## src/rtl/hazard_scheduler.sv

```systemverilog
// Hazard/issue controller beside ID: tracks EXE/MEM destinations, decides issue, stall or flush.
// Build option FORWARDING_EN: stall only on load-use and drive registered EXE forwarding selects.
module hazard_scheduler #(
  parameter int REG_AW = 5,
  parameter int CNT_W  = 16
) (
  input  logic              clk,
  input  logic              rst,
  input  logic              id_valid,
  input  logic [REG_AW-1:0] src1,
  input  logic [REG_AW-1:0] src2,
  input  logic              src1_used,
  input  logic              src2_used,
  input  logic [REG_AW-1:0] dest,
  input  logic              wb_en,
  input  logic              mem_r_en,
  input  logic              br_taken,
  input  logic              freeze,
  output logic              hazard_stall,
  output logic              issue,
  output logic              flush,
  output logic [1:0]        fwd_sel_a,
  output logic [1:0]        fwd_sel_b,
  output logic [CNT_W-1:0]  stall_count
);

  // slot0 = instruction now in EXE, slot1 = now in MEM. A load's ld bit only matters while in EXE.
  logic              s0_valid;
  logic              s0_wr;
  logic              s0_ld;
  logic [REG_AW-1:0] s0_dest;
  logic              s1_valid;
  logic              s1_wr;
  logic [REG_AW-1:0] s1_dest;

  function automatic logic src_match(input logic              used,
                                     input logic [REG_AW-1:0] src,
                                     input logic              slot_valid,
                                     input logic              slot_wr,
                                     input logic [REG_AW-1:0] slot_dest);
    return used && (src != '0) && slot_valid && slot_wr && (slot_dest == src);
  endfunction

  logic m1_s0, m2_s0, m1_s1, m2_s1;
  logic need_stall;

  assign m1_s0 = src_match(src1_used, src1, s0_valid, s0_wr, s0_dest);
  assign m2_s0 = src_match(src2_used, src2, s0_valid, s0_wr, s0_dest);
  assign m1_s1 = src_match(src1_used, src1, s1_valid, s1_wr, s1_dest);
  assign m2_s1 = src_match(src2_used, src2, s1_valid, s1_wr, s1_dest);

`ifdef FORWARDING_EN
  assign need_stall = (m1_s0 || m2_s0) && s0_ld;
`else
  assign need_stall = m1_s0 || m2_s0 || m1_s1 || m2_s1;
`endif

  assign hazard_stall = id_valid && need_stall;
  assign issue        = id_valid && !hazard_stall && !freeze;
  // A branch waiting on a hazard only resolves once it actually issues.
  assign flush        = br_taken && issue;

  always_ff @(posedge clk or negedge rst) begin
    if (!rst) begin
      s0_valid <= 1'b0;
      s0_wr    <= 1'b0;
      s0_ld    <= 1'b0;
      s0_dest  <= '0;
      s1_valid <= 1'b0;
      s1_wr    <= 1'b0;
      s1_dest  <= '0;
    end else if (!freeze) begin
      s1_valid <= s0_valid;
      s1_wr    <= s0_wr;
      s1_dest  <= s0_dest;
      s0_valid <= issue;
      s0_wr    <= wb_en && (dest != '0);
      s0_ld    <= mem_r_en;
      s0_dest  <= dest;
    end
  end

  always_ff @(posedge clk or negedge rst) begin
    if (!rst) begin
      stall_count <= '0;
    end else if (hazard_stall && !freeze && (stall_count != '1)) begin
      stall_count <= stall_count + CNT_W'(1);
    end
  end

`ifdef FORWARDING_EN
  // The EXE producer is the most recent writer, so slot0 wins over slot1.
  always_ff @(posedge clk or negedge rst) begin
    if (!rst) begin
      fwd_sel_a <= 2'b00;
      fwd_sel_b <= 2'b00;
    end else if (!freeze) begin
      if (issue) begin
        fwd_sel_a <= m1_s0 ? 2'b01 : (m1_s1 ? 2'b10 : 2'b00);
        fwd_sel_b <= m2_s0 ? 2'b01 : (m2_s1 ? 2'b10 : 2'b00);
      end else begin
        fwd_sel_a <= 2'b00;
        fwd_sel_b <= 2'b00;
      end
    end
  end
`else
  assign fwd_sel_a = 2'b00;
  assign fwd_sel_b = 2'b00;
`endif

endmodule
```

## config.mk

```make
export PLATFORM = sky130hd
export DESIGN_NAME = hazard_scheduler
export DESIGN_NICKNAME = d
export VERILOG_FILES = /design/src/rtl/hazard_scheduler.sv
export SDC_FILE = /design/constraint.sdc
export NUM_CORES = 1
export LEC_CHECK = 0
export CAP_MARGIN = 20
export CORE_UTILIZATION = 47
export DETAILED_ROUTE_END_ITERATION = 6
export PLACE_DENSITY = 0.84
export SETUP_SLACK_MARGIN = 0.5
export SLEW_MARGIN = 40
export SYNTH_ARGS = -nofsm -noshare
export SYNTH_HDL_FRONTEND = slang
export SYNTH_SLANG_ARGS = --single-unit
```

## constraint.sdc

```tcl
create_clock -name clk -period 4.4 [get_ports clk]
set_input_delay 1.32 -clock clk [delete_from_list [all_inputs] [get_ports clk]]
set_output_delay 1.32 -clock clk [all_outputs]
set_load 0.01 [all_outputs]
```

### Word level (Yosys, flattened, before mapping)

Cells that the tools add are included.

* $add $sub $neg: 1
* eq/ne operators: 5
* reduce and logical (&&, ||, !) cells: 29

Operators by type and width (number)
* $logic_and 1x1->1: 21
* $eq 5x5->1: 4
* $add 16x1->16 const B: 1
* $ne 16x16->1 const B: 1
* $reduce_bool 5->1: 3
* $logic_or 1x1->1: 3
* $logic_not 1->1: 2

* output and inout port bits: 23
* input bits: 24
* logic and storage cells: 42
* register bits: 30

### Depth between registers and ports, before layout

* word-level depth: 13
* gate-level depth with buffers: 8
* gate-level depth less buffers: 7

### Worst setup path before layout

OpenSTA, ideal clock, no wires.

* kind: in2out
* from: input src1[1]
* to: output flush
* buffers on the path: 0
* data arrival time: 2831 ps
* stages: 7
* data required time: 3080 ps
* path slack: 249 ps
* cell sequence: or4_1 o21ai_1 nor4_1 o211ai_1 nand2_1 nor2_1 and2_1

* longest elaborated chain between the ends: 13
* elaborated cells on any way between the ends: 18
* those cells by class: 2 x eq/ne; 16 x reduce/logical

RTL lines
* from (decl): RTL line 10 `input logic [REG_AW-1:0] src1,`
* $reduce_bool 5->1: RTL line 41 `return used && (src != '0) && slot_valid && slot_wr && (slot_dest == src);`
* $logic_and 1x1->1 (4 in series): RTL line 41
* $logic_or 1x1->1: RTL line 55 `assign need_stall = m1_s0 || m2_s0 || m1_s1 || m2_s1;`
* $logic_or 1x1->1 * (2 in series): RTL line 55
* $logic_and 1x1->1 *: RTL line 58 `assign hazard_stall = id_valid && need_stall;`
* $logic_not 1->1 *: RTL line 59 `assign issue = id_valid && !hazard_stall && !freeze;`
* $logic_and 1x1->1 * (2 in series): RTL line 59
* named net issue: RTL line 20 `output logic issue,`
* $logic_and 1x1->1 *: RTL line 61 `assign flush = br_taken && issue;`
* to (decl): RTL line 21 `output logic flush,`

Mark *: on every way through the listed nets, which the timed path passes. The rest lies on a longest branch.

### Final worst setup path

* from: input src1[1]
* to: output flush

* longest elaborated chain between the ends: 13
* elaborated cells on any way between the ends: 18
* those cells by class: 2 x eq/ne; 16 x reduce/logical

RTL lines (RTL line)
* $reduce_bool 5->1: 41
* $logic_and 1x1->1 (4 in series): 41
* $logic_or 1x1->1: 55
* $logic_or 1x1->1 * (2 in series): 55
* $logic_and 1x1->1 *: 58
* $logic_not 1->1 *: 59
* $logic_and 1x1->1 * (2 in series): 59
* $logic_and 1x1->1 *: 61

Every way passes the cells marked *; elsewhere a longest branch is shown, timed or not.

==> flow_metrics.tcl <==
set metrics [dict create \
    status "complete, no violations" \
    top_usage_layer "met2" \
    dp_hpwl_mm 2.684 \
    cts_tree "done" \
    start_kind "primary input" \
    crit_family "simple AND/OR/NAND/NOR gates" \
    syn_area_um2 1619 \
    ctsHtreeMaxLevel 2 \
    critPathMaxFanout 3 \
    routed_wl_mm 3.901 \
    hp-class "flop to flop" \
    die_h_um 60.69 \
    power_density_nw_per_um2 281.9 \
    worst_ep_arrival_time_ns 3.00 \
    flow.area_growth_from_synthesis_pct 41.89 \
    fin_setup_tns_ns 0 \
    drcViolationCount 0 \
    peakVddDrop_mv 0.2644 \
    synth_edf_count 0 \
    clock.fmax_ghz 0.2315 \
    setup_viol 0 \
    ctsHoldBuffers 0 \
    yosysMostFrequentCell "dfrtp_1" \
    grtUsageMet2_pct 39.09 \
    ys_seq_area_share_pct 46.37 \
    core_um2 3153 \
    synth_top_area_share_pct 46.37 \
    drive_gt1_share_pct 28.91 \
    syn-mean-instance-area_um2 10.87 \
    grt_max_degree 31 \
    io_pins 47 \
    yosysTopAreaCell "dfrtp_1" \
    rsz0062_at_grt "true" \
    yosys-top-cells-area "dfrtp_1, xnor2_1, mux2_2, xor2_1, nand3_1" \
    worstPathRequired_ns 3.08 \
    finClkSkew_ns 0.009719 \
    overflow 0 \
    clk_pin_slew_ns 0.10 \
    grt_use_met1_pct 28.33 \
    cp_cell_sequence "buf_6 -> buf_4 -> buf_4 -> xnor2_1 -> nand3_1 -> nor4_2 -> o211ai_1 -> nand2_1 -> buf_6 -> nor2_4 -> and2_4 -> buf_6" \
    drt_iter0_drc 43 \
    cts.root.buffer_cell "clkbuf_4" \
    die_w_um 60.69 \
    grt_first_pass_wirelength_mm 6.292 \
    start_util_pct 51.35 \
    antenna_found_initial 0 \
    post-route-period-util_pct 98.18 \
    leakage_nw 0.9695 \
    met3_usage_pct 8.955 \
    yosys_register_bits 30 \
    crit_slowest_cell "nor4_2" \
    dieArea_um2 3683 \
    crit_type "primary input to primary output" \
    total_power_mw 0.6476 \
    hold_viol 0 \
    cap_violations 0 \
    slowest_delay_ns 0.33 \
    synthTopCellsByCount "dfrtp_1, xnor2_1, mux2_2, nand3_1, xor2_1" \
    cts_buffer_depth 2 \
    postSynthCellCount 149 \
    wl_per_cell_um 15.30 \
    synth-main-ff-cell "dfrtp_1" \
    period_minus_slack_ns 4.320 \
    gp_congestion 0.9852 \
    cp-end-kind "primary output" \
    worst-path-buf-inv 5 \
    insertion_delay_ns 0.34 \
    placementRows 20 \
    nets 235 \
    antenna_left 0 \
    via_per_inst 5.400 \
    grt_pass1_vias 1409 \
    portBuffers 41 \
    vias 1377 \
    worst_path_most_repeated_cell "buf_6" \
    yosysWarningCount 0 \
    drv_slew 0 \
    clock_sinks 30 \
    cts_buffers 5 \
    dr.pass1.iters 4 \
    ys_async_sr_fraction_pct 100.0 \
    diodes 0 \
    synth.distinct_cells 29 \
    grt.total_usage_pct 24.41 \
]
[worst paths after layout]
path                                  from         endpoint  slack [ns]  cells past startpoint
max                                src1[1]            flush        0.08                     12
min                        stall_count[11]  stall_count[11]        0.51                      1
max reg2reg                     s1_dest[1]   stall_count[8]        1.98                      9
min reg2reg                stall_count[11]  stall_count[11]        0.51                      1
max in group asynchronous              rst       s0_dest[4]        2.77                      2
min in group asynchronous              rst  stall_count[14]        1.35                      2
[state kept, by name, summed over array words and instances, names as in the netlist]
signal,count
s1_dest,5
s0_valid,1
s1_valid,1
stall_count,16
s0_wr,1
s1_wr,1
s0_dest,5
[routing by layer]
metal	wire length (um)	up-vias
met1	1611	670
met3	259	12
li1	-	641
met5	0	-
met2	1908	54
met4	121	0
[through the flow]
stage          hold WS [ns]  std cells  area, um2  utilization (%)  worst slack [ns]
6_report             0.5104        255       2297            72.86           0.07996
3_3_place_gp         0.4759        243       2158            68.45           -0.5851
3_5_place_dp         0.4785        243       2158            68.45           -0.6477
2_1_floorplan        0.4677        152       1640                -            0.3668
5_1_grt              0.5356        255       2297            72.86          0.004091
4_1_cts              0.5101        254       2276            72.18           0.08354
[power breakdown]
part           internal (mW)  switching (mW)  total (mW)
clock                  0.118          0.0995       0.217
sequential             0.294          0.0204       0.314
combinational         0.0670          0.0490       0.116
[cells in the final DEF (no fill, tap or decap), types with 2 or more instances in the layout]
master / netlist / final
and2_1: 3 / 2
and3_1: 6 / 6
buf_2: 0 / 5
buf_4: 4 / 17
buf_6: 1 / 5
clkbuf_4: 0 / 5
clkdlybuf4s50_1: 0 / 28
clkinv_2: 0 / 2
conb_1: 1 / 4
dfrtp_1: 30 / 30
dlygate4sd2_1: 0 / 2
mux2_2: 14 / 14
nand2_1: 7 / 7
nand2b_1: 2 / 2
nand3_1: 13 / 13
nand4_1: 6 / 6
nor2_1: 3 / 2
nor3_1: 3 / 3
nor4_2: 0 / 4
o211ai_1: 2 / 2
o21ai_0: 2 / 2
o21ai_4: 0 / 2
or4_4: 0 / 2
xnor2_1: 25 / 25
xor2_1: 8 / 8
[kinds of logic after synthesis]
group	synth area share, %
and+or+nand+nor	17.93
xor gates and xnor gates	17.85
DFF	46.37
muxes	9.737
AOI/OAI and AO/OA	3.864
buffers and inverters	3.246
adders and majority gates	0.7727
other	0.2316
[area by class of cell]
cell class	instances	area, um2
flip-flops and latches	30	750.7
well taps	44	55.05
multi-input cells	114	892.1
fillers	231	855.8
clock inverters	3	40.04
clock buffers	5	37.54
repair buffers	59	521.8
[timing repair]
item	4_1_cts	5_1_grt
pin swaps	13	9
endpoints found under the setup margin	3	3
buffers inserted	3	1
gates resized for setup	54	4
endpoints found under the hold margin	0	0
Power figures use the tool's default switching activity.
